$ cat src/rtl/cnt60_pkg.sv
// Shared widths, default digit maxima and the digit-pair type for the
// mod-60 BCD counter family.
package cnt60_pkg;

  localparam int HI_W     = 3;
  localparam int LO_W     = 4;
  localparam int LO_MAX_D = 9;
  localparam int HI_MAX_D = 5;

  typedef struct packed {
    logic [HI_W-1:0] hi;
    logic [LO_W-1:0] lo;
  } digit_pair_t;

endpackage

$ cat src/rtl/bcd_digit_down.sv
// One loadable down-counting digit that wraps from 0 to MAX; presets above
// MAX clamp to MAX.
module bcd_digit_down #(
  parameter int W   = 4,
  parameter int MAX = 9
) (
  input  logic         clk,
  input  logic         rst_n,
  input  logic         clr,
  input  logic         ld,
  input  logic [W-1:0] d,
  input  logic         dec_en,
  output logic [W-1:0] q,
  output logic         at_zero
);

  localparam logic [W-1:0] MAX_V = W'(MAX);

  logic [W-1:0] load_v;

  assign load_v  = (d > MAX_V) ? MAX_V : d;
  assign at_zero = (q == '0);

  // Priority clear > load > decrement; a decrement at 0 wraps to MAX.
  always_ff @(posedge clk or negedge rst_n) begin
    if (!rst_n) begin
      q <= '0;
    end else if (clr) begin
      q <= '0;
    end else if (ld) begin
      q <= load_v;
    end else if (dec_en) begin
      q <= at_zero ? MAX_V : (q - W'(1));
    end
  end

endmodule

$ cat src/rtl/cnt60_down.sv
// Modulo-60 BCD down-counter with preset load and cascadable borrow.
// Optional macro CNT60_DOWN_STOP_AT_ZERO_EN: hold at 00 and raise sticky DONE.
module cnt60_down
  import cnt60_pkg::*;
#(
  parameter int LO_MAX = LO_MAX_D,
  parameter int HI_MAX = HI_MAX_D
) (
  input  logic            CLK,
  input  logic            RST_N,
  input  logic            CLR,
  input  logic            LD,
  input  logic [HI_W-1:0] DH,
  input  logic [LO_W-1:0] DL,
  input  logic            EN,
  input  logic            DEC,
  output logic [HI_W-1:0] QH,
  output logic [LO_W-1:0] QL,
  output logic            BR,
  output logic            ZERO
`ifdef CNT60_DOWN_STOP_AT_ZERO_EN
  ,
  output logic            DONE
`endif
);

  digit_pair_t cnt;
  logic        lo_zero;
  logic        hi_zero;
  logic        step_req;
  logic        ctrl_busy;
  logic        step;

  assign step_req  = EN | DEC;
  assign ctrl_busy = CLR | LD;

`ifdef CNT60_DOWN_STOP_AT_ZERO_EN
  logic done_q;

  always_ff @(posedge CLK or negedge RST_N) begin
    if (!RST_N) begin
      done_q <= 1'b0;
    end else if (ctrl_busy) begin
      done_q <= 1'b0;
    end else if (step_req && ZERO) begin
      done_q <= 1'b1;
    end
  end

  // At 00 the step is suppressed so the count parks instead of wrapping.
  assign step = step_req & ~ZERO;
  assign BR   = EN & ZERO & ~ctrl_busy & ~done_q;
  assign DONE = done_q;
`else
  assign step = step_req;
  assign BR   = EN & ZERO & ~ctrl_busy;
`endif

  bcd_digit_down #(
    .W   (LO_W),
    .MAX (LO_MAX)
  ) u_lo (
    .clk     (CLK),
    .rst_n   (RST_N),
    .clr     (CLR),
    .ld      (LD),
    .d       (DL),
    .dec_en  (step),
    .q       (cnt.lo),
    .at_zero (lo_zero)
  );

  // The high digit only moves when the low digit is about to wrap.
  bcd_digit_down #(
    .W   (HI_W),
    .MAX (HI_MAX)
  ) u_hi (
    .clk     (CLK),
    .rst_n   (RST_N),
    .clr     (CLR),
    .ld      (LD),
    .d       (DH),
    .dec_en  (step & lo_zero),
    .q       (cnt.hi),
    .at_zero (hi_zero)
  );

  assign QH   = cnt.hi;
  assign QL   = cnt.lo;
  assign ZERO = lo_zero & hi_zero;

endmodule

$ cat config.mk
export PLATFORM = sky130hd
export DESIGN_NAME = cnt60_down
export DESIGN_NICKNAME = d
export VERILOG_FILES = /design/src/rtl/cnt60_pkg.sv /design/src/rtl/bcd_digit_down.sv /design/src/rtl/cnt60_down.sv
export SDC_FILE = /design/constraint.sdc
export NUM_CORES = 1
export LEC_CHECK = 0
export ABC_CLOCK_PERIOD_IN_PS = 5000
export CORE_AREA = 2 2 39 41
export CTS_CLUSTER_SIZE = 40
export DETAILED_ROUTE_END_ITERATION = 8
export DIE_AREA = 0 0 41 43
export PLACE_DENSITY = 0.74
export SLEW_MARGIN = 20
export SYNTH_ARGS = -nofsm -noshare
export SYNTH_HDL_FRONTEND = slang
export SYNTH_SLANG_ARGS = --single-unit
export TNS_END_PERCENT = 50
$ cat constraint.sdc
create_clock -name CLK -period 5 [get_ports CLK]
set_clock_uncertainty 0.1 [all_clocks]
set_input_delay 1.5 -clock CLK [delete_from_list [all_inputs] [get_ports CLK]]
set_output_delay 1.5 -clock CLK [all_outputs]
set_load 0.1 [all_outputs]
Word level (Yosys, flattened, before mapping) --
Index checks and enable logic that the tools add are counted.
Cells by class: reduce and logical (&&, ||, !) cells 4, bitwise operators 7, mux-type cells 10, add/subtract/negate cells 2, order comparisons 2
Operators with widths (count):
- 2-to-1 mux 4 bit | 5
- 2-to-1 mux 3 bit | 5
- nonzero test 3 bit | 2
- bitwise AND 1 bit | 4
- > comparator 4 bit (second input constant) | 1
- logical NOT 4 bit | 1
- subtractor 4 x 1 -> 4 bit (second input constant) | 1
- > comparator 3 bit (second input constant) | 1
- logical NOT 3 bit | 1
- subtractor 3 x 1 -> 3 bit (second input constant) | 1
- bitwise OR 1 bit | 2
- NOT 1 bit | 1
Word-level totals: flip-flop bits (word level) 7, word-level logic and storage cells 27, input port bits 13

Depth between registers and ports, before layout --
Gate-level depths: netlist of run 1.
depth in word-level cells 5, gate-level depth with buffers 5

Cells and area by module --
Synthesis of run 1 repeated with hierarchy kept, for this count alone.
Unflattened totals: cells, all modules 59, area total of the unflattened synthesis 540.5 sq um
Modules (own cells, without submodules):
- bcd_digit_down at u_lo | cells an instance 36, times used 1, area an instance 326.6 sq um
- bcd_digit_down at u_hi | cells an instance 18, times used 1, area an instance 180.2 sq um
- cnt60_down | cells an instance 5, times used 1, area an instance 33.8 sq um

Worst setup path before layout of run 1 --
Ideal clock, no wire load.
path kind register to output, from register u_lo.q[0], to output port BR, slack -1397 ps, data arrival time 4797 ps, stages on the path, launching flop included 6, cells stage by stage dfrtp_1 inv_1 ha_1 or4b_4 nor3_1 and3_1
On the way: word-level cells in the longest chain between the ends 4
Ends and longest elaborated chain:
- start, declared | line bcd_digit_down.sv:13 | output logic [W-1:0] q,
- start signal, assigned | line bcd_digit_down.sv:31 | q <= load_v;
- start signal, assigned | line bcd_digit_down.sv:33 | q <= at_zero ? MAX_V : (q - W'(1));
- logical NOT 4 bit | line bcd_digit_down.sv:22 | assign at_zero = (q == '0);
- bitwise AND 1 bit | line cnt60_down.sv:90 | assign ZERO = lo_zero & hi_zero;
- net ZERO | line cnt60_down.sv:20 | output logic ZERO
- bitwise AND 1 bit (2 in a row) | line cnt60_down.sv:56 | assign BR = EN & ZERO & ~ctrl_busy;
- end, declared | line cnt60_down.sv:19 | output logic BR,
The timed path passes the listed nets, and every way through them passes these cells.

Final worst setup path of run 1 --
from input port CLR, to output port BR
On the way: word-level cells in the longest chain between the ends 3
Ends and longest elaborated chain:
- start, declared | line cnt60_down.sv:11 | input logic CLR,
- bitwise OR 1 bit | line cnt60_down.sv:35 | assign ctrl_busy = CLR | LD;
- NOT 1 bit | line cnt60_down.sv:56
- bitwise AND 1 bit | line cnt60_down.sv:56
No other way between the ends.

==> run_results.csv, run 1 <==
group,metric,value,unit
final_layout,final_cell_mix,"clkdlybuf4s50_1, inv_1, dfrtp_1, o21ai_0",
grt,grt_max_degree,11,
hold_path,holdPathEnd,"u_hi.q[0]",
detailed_routing,via_per_inst,5.59,
setup_path,worstPathRequired,3.40,ns
grt,overflow,0,
clocking,ctsHtreeMaxLevel,1,
clocking,cts_made_buffers,3,
job,maxCapViolCount,0,
detailed_routing,ant_nets,0,
final_layout,fin_nets,96,
grt,antenna_found_initial,0,
setup_path,regToRegStartpoint,"u_lo.q[0]",
grt,grt_pass1_wl,1950,microns
timing,rsz0062_at_grt,"false",
logic_synthesis,synth_area_leaders,"dfrtp_1, inv_1, a311oi_1",
floorplan,core_area,1380,sq um
clocking,path_clk_slew,0.05,ns
logic_synthesis,ys_async_sr_fraction,1.00,
final_layout,drive_gt1_frac,0.175,
setup_path,reg2reg_depth,5,
logic_synthesis,ys_types,29,
detailed_routing,num_vias,537,
clocking,clockRootBuffer,"clkbuf_4",
clocking,clockBufferDepth,2,
placed_design,place_area,762,sq um
setup_path,crit_type,"input port to output pin",
logic_synthesis,syn_inst,55,
final_layout,nFillCells,132,
clocking,cts_resized,0,
grt,grt_pass1_vias,484,
placed_design,io_buffers,21,
final_layout,ff_latch_area,175,sq um
setup_path,arrival,2.60,ns
clocking,cts_tree,"done",
logic_synthesis,ys_seq_area_frac,0.341,
detailed_routing,detail_route.wirelength,1250,microns
setup_path,cp_max_fo,7,
logic_synthesis,ys_seq_elements,7,
clocking,clk_latency,0.24,ns
logic_synthesis,syn_nets,70,
power,cellPowerDensity,280,nW/um^2
floorplan,die_x,41,microns
hold_path,hold_start,"u_hi.q[0]",
final_layout,n_antenna_cell,0,
timing,hold_violations,0,
grt,grt_usage,0.163,
timing,drv_slew,0,
final_layout,syn_to_final_growth,53.7,%
timing,post-route-period-util,0.839,
setup_path,critPathCaptureType,"output pin",
logic_synthesis,synthFlopType,"dfrtp_1",
logic_synthesis,synth_top_cell_by_area,"dfrtp_1",
logic_synthesis,synth_edf_count,0,
logic_synthesis,syn_area,513,sq um
setup_path,rrSetupSlack,2.68,ns
timing,setup_viol,0,
power,leakagePower,0.000319,uW
final_layout,fin_area,788,sq um
clocking,cts_sinks,7,
floorplan,die_area,1760,sq um
floorplan,die_h,43,microns
timing,period_minus_slack,4.20,ns
placed_design,hpwl,996,microns
setup_path,start_kind,"input port",
clocking,cts_hold_buffers,0,
logic_synthesis,avgSynthCellArea,9.33,sq um
detailed_routing,drt_pass1_iterations,3,
timing,slew_headroom,0.349,
timing,fmax,238,MHz
hold_path,min_path_cells,2,
final_layout,final_common_cell,"clkdlybuf4s50_1",
detailed_routing,routedWlPerCell,13.0,microns
floorplan,std_cell_rows,14,
detailed_routing,drc,0,
placed_design,gp_congestion,0.723,
logic_synthesis,yosysTopAreaCellShare,0.341,
setup_path,r2r_end,"u_hi.q[1]",
final_layout,multi_input_area,323,sq um
detailed_routing,drt_iter0_drc,8,
floorplan,start_util,0.371,
hold_path,hold_path_class,"register to register",
power,max-vdd-ir-drop,0.141,mV
logic_synthesis,yosysWarnings,0,
run_status,status,"completed",
timing,timing.setup.tns,0,ns
timing,max_slew.worst_pin.slew,0.974,ns
floorplan,num_io_pins,22,
clocking,post_cts_buffers,0,
## flip-flops by register name, indices dropped and copies added (netlist names)
name	flops
u_hi.q	3
u_lo.q	4
## cell usage after synthesis (2+ instances only)
| cell | n |
|---|---|
| dfrtp_1 | 7 |
| inv_1 | 7 |
| o21ai_0 | 4 |
| a21oi_1 | 3 |
| a311oi_1 | 3 |
| nor2_1 | 3 |
| a32o_1 | 2 |
| ha_1 | 2 |
| nor2b_1 | 2 |
| nor3_1 | 2 |
| o41ai_1 | 2 |
## report_power, final
part           internal, uW  switching [uW]
Clock                  30.2            17.5
Sequential             61.6            8.05
Combinational          36.2            67.1
## critical path: stages
cell and delay (ns):
clkdlybuf4s50_1 0.52, nor2_1 0.17, and3_1 0.22, buf_12 0.18
## final cells by class
| type | count | share of cell area |
|---|---|---|
| Clock buffer | 4 | 0.0333 |
| Sequential cell | 7 | 0.222 |
| Multi-Input combinational cell | 41 | 0.410 |
| Timing Repair Buffer | 21 | 0.276 |
| Inverter | 7 | 0.0333 |
| Tap cell | 16 | 0.0254 |
## cell families (layout without fill, tap and decap cells)
group | after synthesis | after routing | share of synthesized area
AO/OA/AOI/OAI | 21 | 21 | 0.312
AND/OR/NAND/NOR | 18 | 18 | 0.246
buffers and inverters | 7 | 32 | 0.0512
flip-flops | 7 | 7 | 0.341
adder cells (fa/ha/maj) | 2 | 2 | 0.0488
## metrics by stage
stage	util	setup slack [ns]	power (uW)	std cells	hold WS [ns]
after global placement	0.551	0.833	174	92	0.506
after floorplan	-	0.0170	142	55	0.936
after global routing	0.570	0.727	236	96	0.541
final	0.570	0.804	221	96	0.502
after CTS	0.570	0.803	224	96	0.505
after detailed placement	0.551	0.807	174	92	0.496
## worst max path at each step
stage | cells after the start | start | end | slack, ns
2_1_floorplan | 5 | u_lo.q[0] | BR | 0.02
3_3_place_gp | 4 | CLR | BR | 0.83
3_5_place_dp | 4 | LD | BR | 0.81
4_1_cts | 4 | CLR | BR | 0.80
5_1_grt | 4 | LD | BR | 0.73
6_report | 4 | CLR | BR | 0.80
## metal layers
metal / GRT usage / part of all wire
met1: 0.215 / 0.47
met2: 0.244 / 0.46
met3: 0.0314 / 0.062
met5: 0 / 0
met4: 0.0800 / 0.015
(Power assumes the default switching activity.)
==> run 2: changes to the inputs <==
- ABC_CLOCK_PERIOD_IN_PS: 5000 -> 4300
- clock period: 5 -> 4.3 ns (I/O delays scaled with it)
==> run 2 against run 1 <==
Net effect:
- worst hold slack better by 0.010 ns
- global-route usage is 1.4 points higher
- final area increased by 0.95%
- critical path depth is the same
- first-iteration DRC count up 25%
- largest power group unchanged
==> run_results.csv, run 2 (synthesized netlist as in run 1, its figures left out) <==
group,metric,value,unit
run_status,status,"completed",
setup_path,cp_max_fo,7,
timing,post-route-period-util,0.873,
floorplan,die_x,41,microns
final_layout,drive_gt1_frac,0.213,
timing,slew_headroom,0.354,
setup_path,path_cells,"clkdlybuf4s50_1, nor2_1, and3_4, buf_12",
timing,fmax,266,MHz
final_layout,largest_register_ff_count,4,
hold_path,hold_path_class,"register to register",
final_layout,nFillCells,127,
setup_path,critPathSlowestCell,"clkdlybuf4s50_1",
clocking,cts_hold_buffers,0,
setup_path,cp_num_buf_inv,2,
floorplan,core_area,1380,sq um
floorplan,die_h,43,microns
final_layout,regMostFlops,"u_lo.q",
timing,period_minus_slack,3.75,ns
detailed_routing,drc,0,
timing,timing.setup.tns,0,ns
timing,max_slew.worst_pin.slew,0.966,ns
clocking,post_cts_buffers,0,
power,cellPowerDensity,334,nW/um^2
clocking,cts_sinks,7,
timing,setup_viol,0,
clocking,cts_tree,"done",
final_layout,final_cell_mix,"clkdlybuf4s50_1, inv_1, dfrtp_1, o21ai_0",
grt,antenna_found_initial,0,
grt,grt_max_degree,11,
clocking,clockRootBuffer,"clkbuf_4",
final_layout,fin_nets,96,
clocking,clk_latency,0.26,ns
detailed_routing,num_vias,548,
detailed_routing,via_per_inst,5.71,
power,leakagePower,0.000315,uW
setup_path,crit_path_max_incr_delay,0.52,ns
detailed_routing,routedWlPerCell,14.2,microns
setup_path,arrival,2.36,ns
grt,grt_pass1_wl,2020,microns
setup_path,start_kind,"input port",
clocking,ctsHtreeMaxLevel,1,
timing,hold_violations,0,
timing,rsz0062_at_grt,"false",
timing,drv_slew,0,
setup_path,critPathCaptureType,"output pin",
floorplan,die_area,1760,sq um
setup_path,path_delay_family,"buffers and inverters",
floorplan,start_util,0.371,
setup_path,worstPathRequired,2.91,ns
final_layout,utilization,0.575,
power,max-vdd-ir-drop,0.199,mV
clocking,cts_made_buffers,3,
detailed_routing,drt_pass1_iterations,4,
final_layout,n_antenna_cell,0,
final_layout,final_common_cell,"clkdlybuf4s50_1",
floorplan,num_io_pins,22,
final_layout,syn_to_final_growth,55.1,%
job,maxCapViolCount,0,
floorplan,std_cell_rows,14,
clocking,path_clk_slew,0.05,ns
setup_path,crit_type,"input port to output pin",
clocking,clockBufferDepth,2,
placed_design,io_buffers,21,
placed_design,gp_congestion,0.787,
grt,grt_pass1_vias,465,
placed_design,hpwl,997,microns
clocking,cts_resized,0,
detailed_routing,drt_iter0_drc,10,
grt,overflow,0,
final_layout,top_regs,"u_lo.q (4), u_hi.q (3)",
detailed_routing,detail_route.wirelength,1360,microns
grt,grt_usage,0.176,
detailed_routing,ant_nets,0,
## run 2: cell types whose count changed in the layout (fill, tap and decap cells not counted)
| cell | delta |
|---|---|
| and3_1 | -1 |
| and3_4 | +1 |
| dfrtp_1 | -2 |
| dfrtp_2 | +2 |
## run 2: area by class of cell
class                           count  area [sq um]  area share
Multi-Input combinational cell     41           328       0.412
Timing Repair Buffer               21           218       0.274
Sequential cell                     7           178       0.223
Clock buffer                        4          26.3      0.0330
Inverter                            7          26.3      0.0330
Tap cell                           16          20.0      0.0252
## run 2: where the power goes
group / switching, uW / total (uW) / leakage, uW / internal [uW]
registers: 9.70 / 81.5 / 0.0000879 / 71.8
clock network: 27.1 / 62.7 / 0.0000150 / 35.6
logic: 78.7 / 121 / 0.000212 / 42.5
total: 116 / 265 / 0.000315 / 150
## run 2: per-layer routing
layer  wire length, microns  vias to the layer above  track usage
met5                      0                        -            0
met4                     28                        0        0.120
met3                     86                        4       0.0471
met2                    615                       18        0.238
met1                    628                      254        0.235
li1                       -                      272            -
## run 2: per-stage QoR
step                      area (sq um)  std cells  total power [uW]  setup WS, ns  hold WS (ns)
after floorplan                    532         55               166        0.0403         0.736
after global placement             769         92               203         0.535         0.486
after detailed placement           769         92               204         0.532         0.493
after CTS                          796         96               269         0.537         0.508
after global routing               796         96               278         0.469         0.550
final                              796         96               265         0.547         0.512
## run 2: worst reg2reg max path: cells and delay by family, from the launching register on
kind,cells,cell delay (ns)
simple gates,2,1.02
flops,1,0.45
compound gates,1,0.28
buf+inv,1,0.10
fa+ha+maj,1,0.26
## run 2: final timing paths
kind                            startpoint        end  slack (ns)  cells past startpoint
worst max-delay path                   CLR         BR        0.55                      4
worst min-delay path             u_hi.q[0]  u_hi.q[0]        0.51                      2
worst max register to register   u_lo.q[0]  u_hi.q[1]        2.00                      5
worst min register to register   u_hi.q[0]  u_hi.q[0]        0.51                      2
max in group asynchronous            RST_N  u_lo.q[1]        2.62                      1
min in group asynchronous            RST_N  u_lo.q[3]        1.20                      1
==> run 3: changes to the inputs <==
- SKIP_LAST_GASP: default -> 1
==> results of run 3 <==
The final DEF is identical to that of run 2; final timing and power are the same.
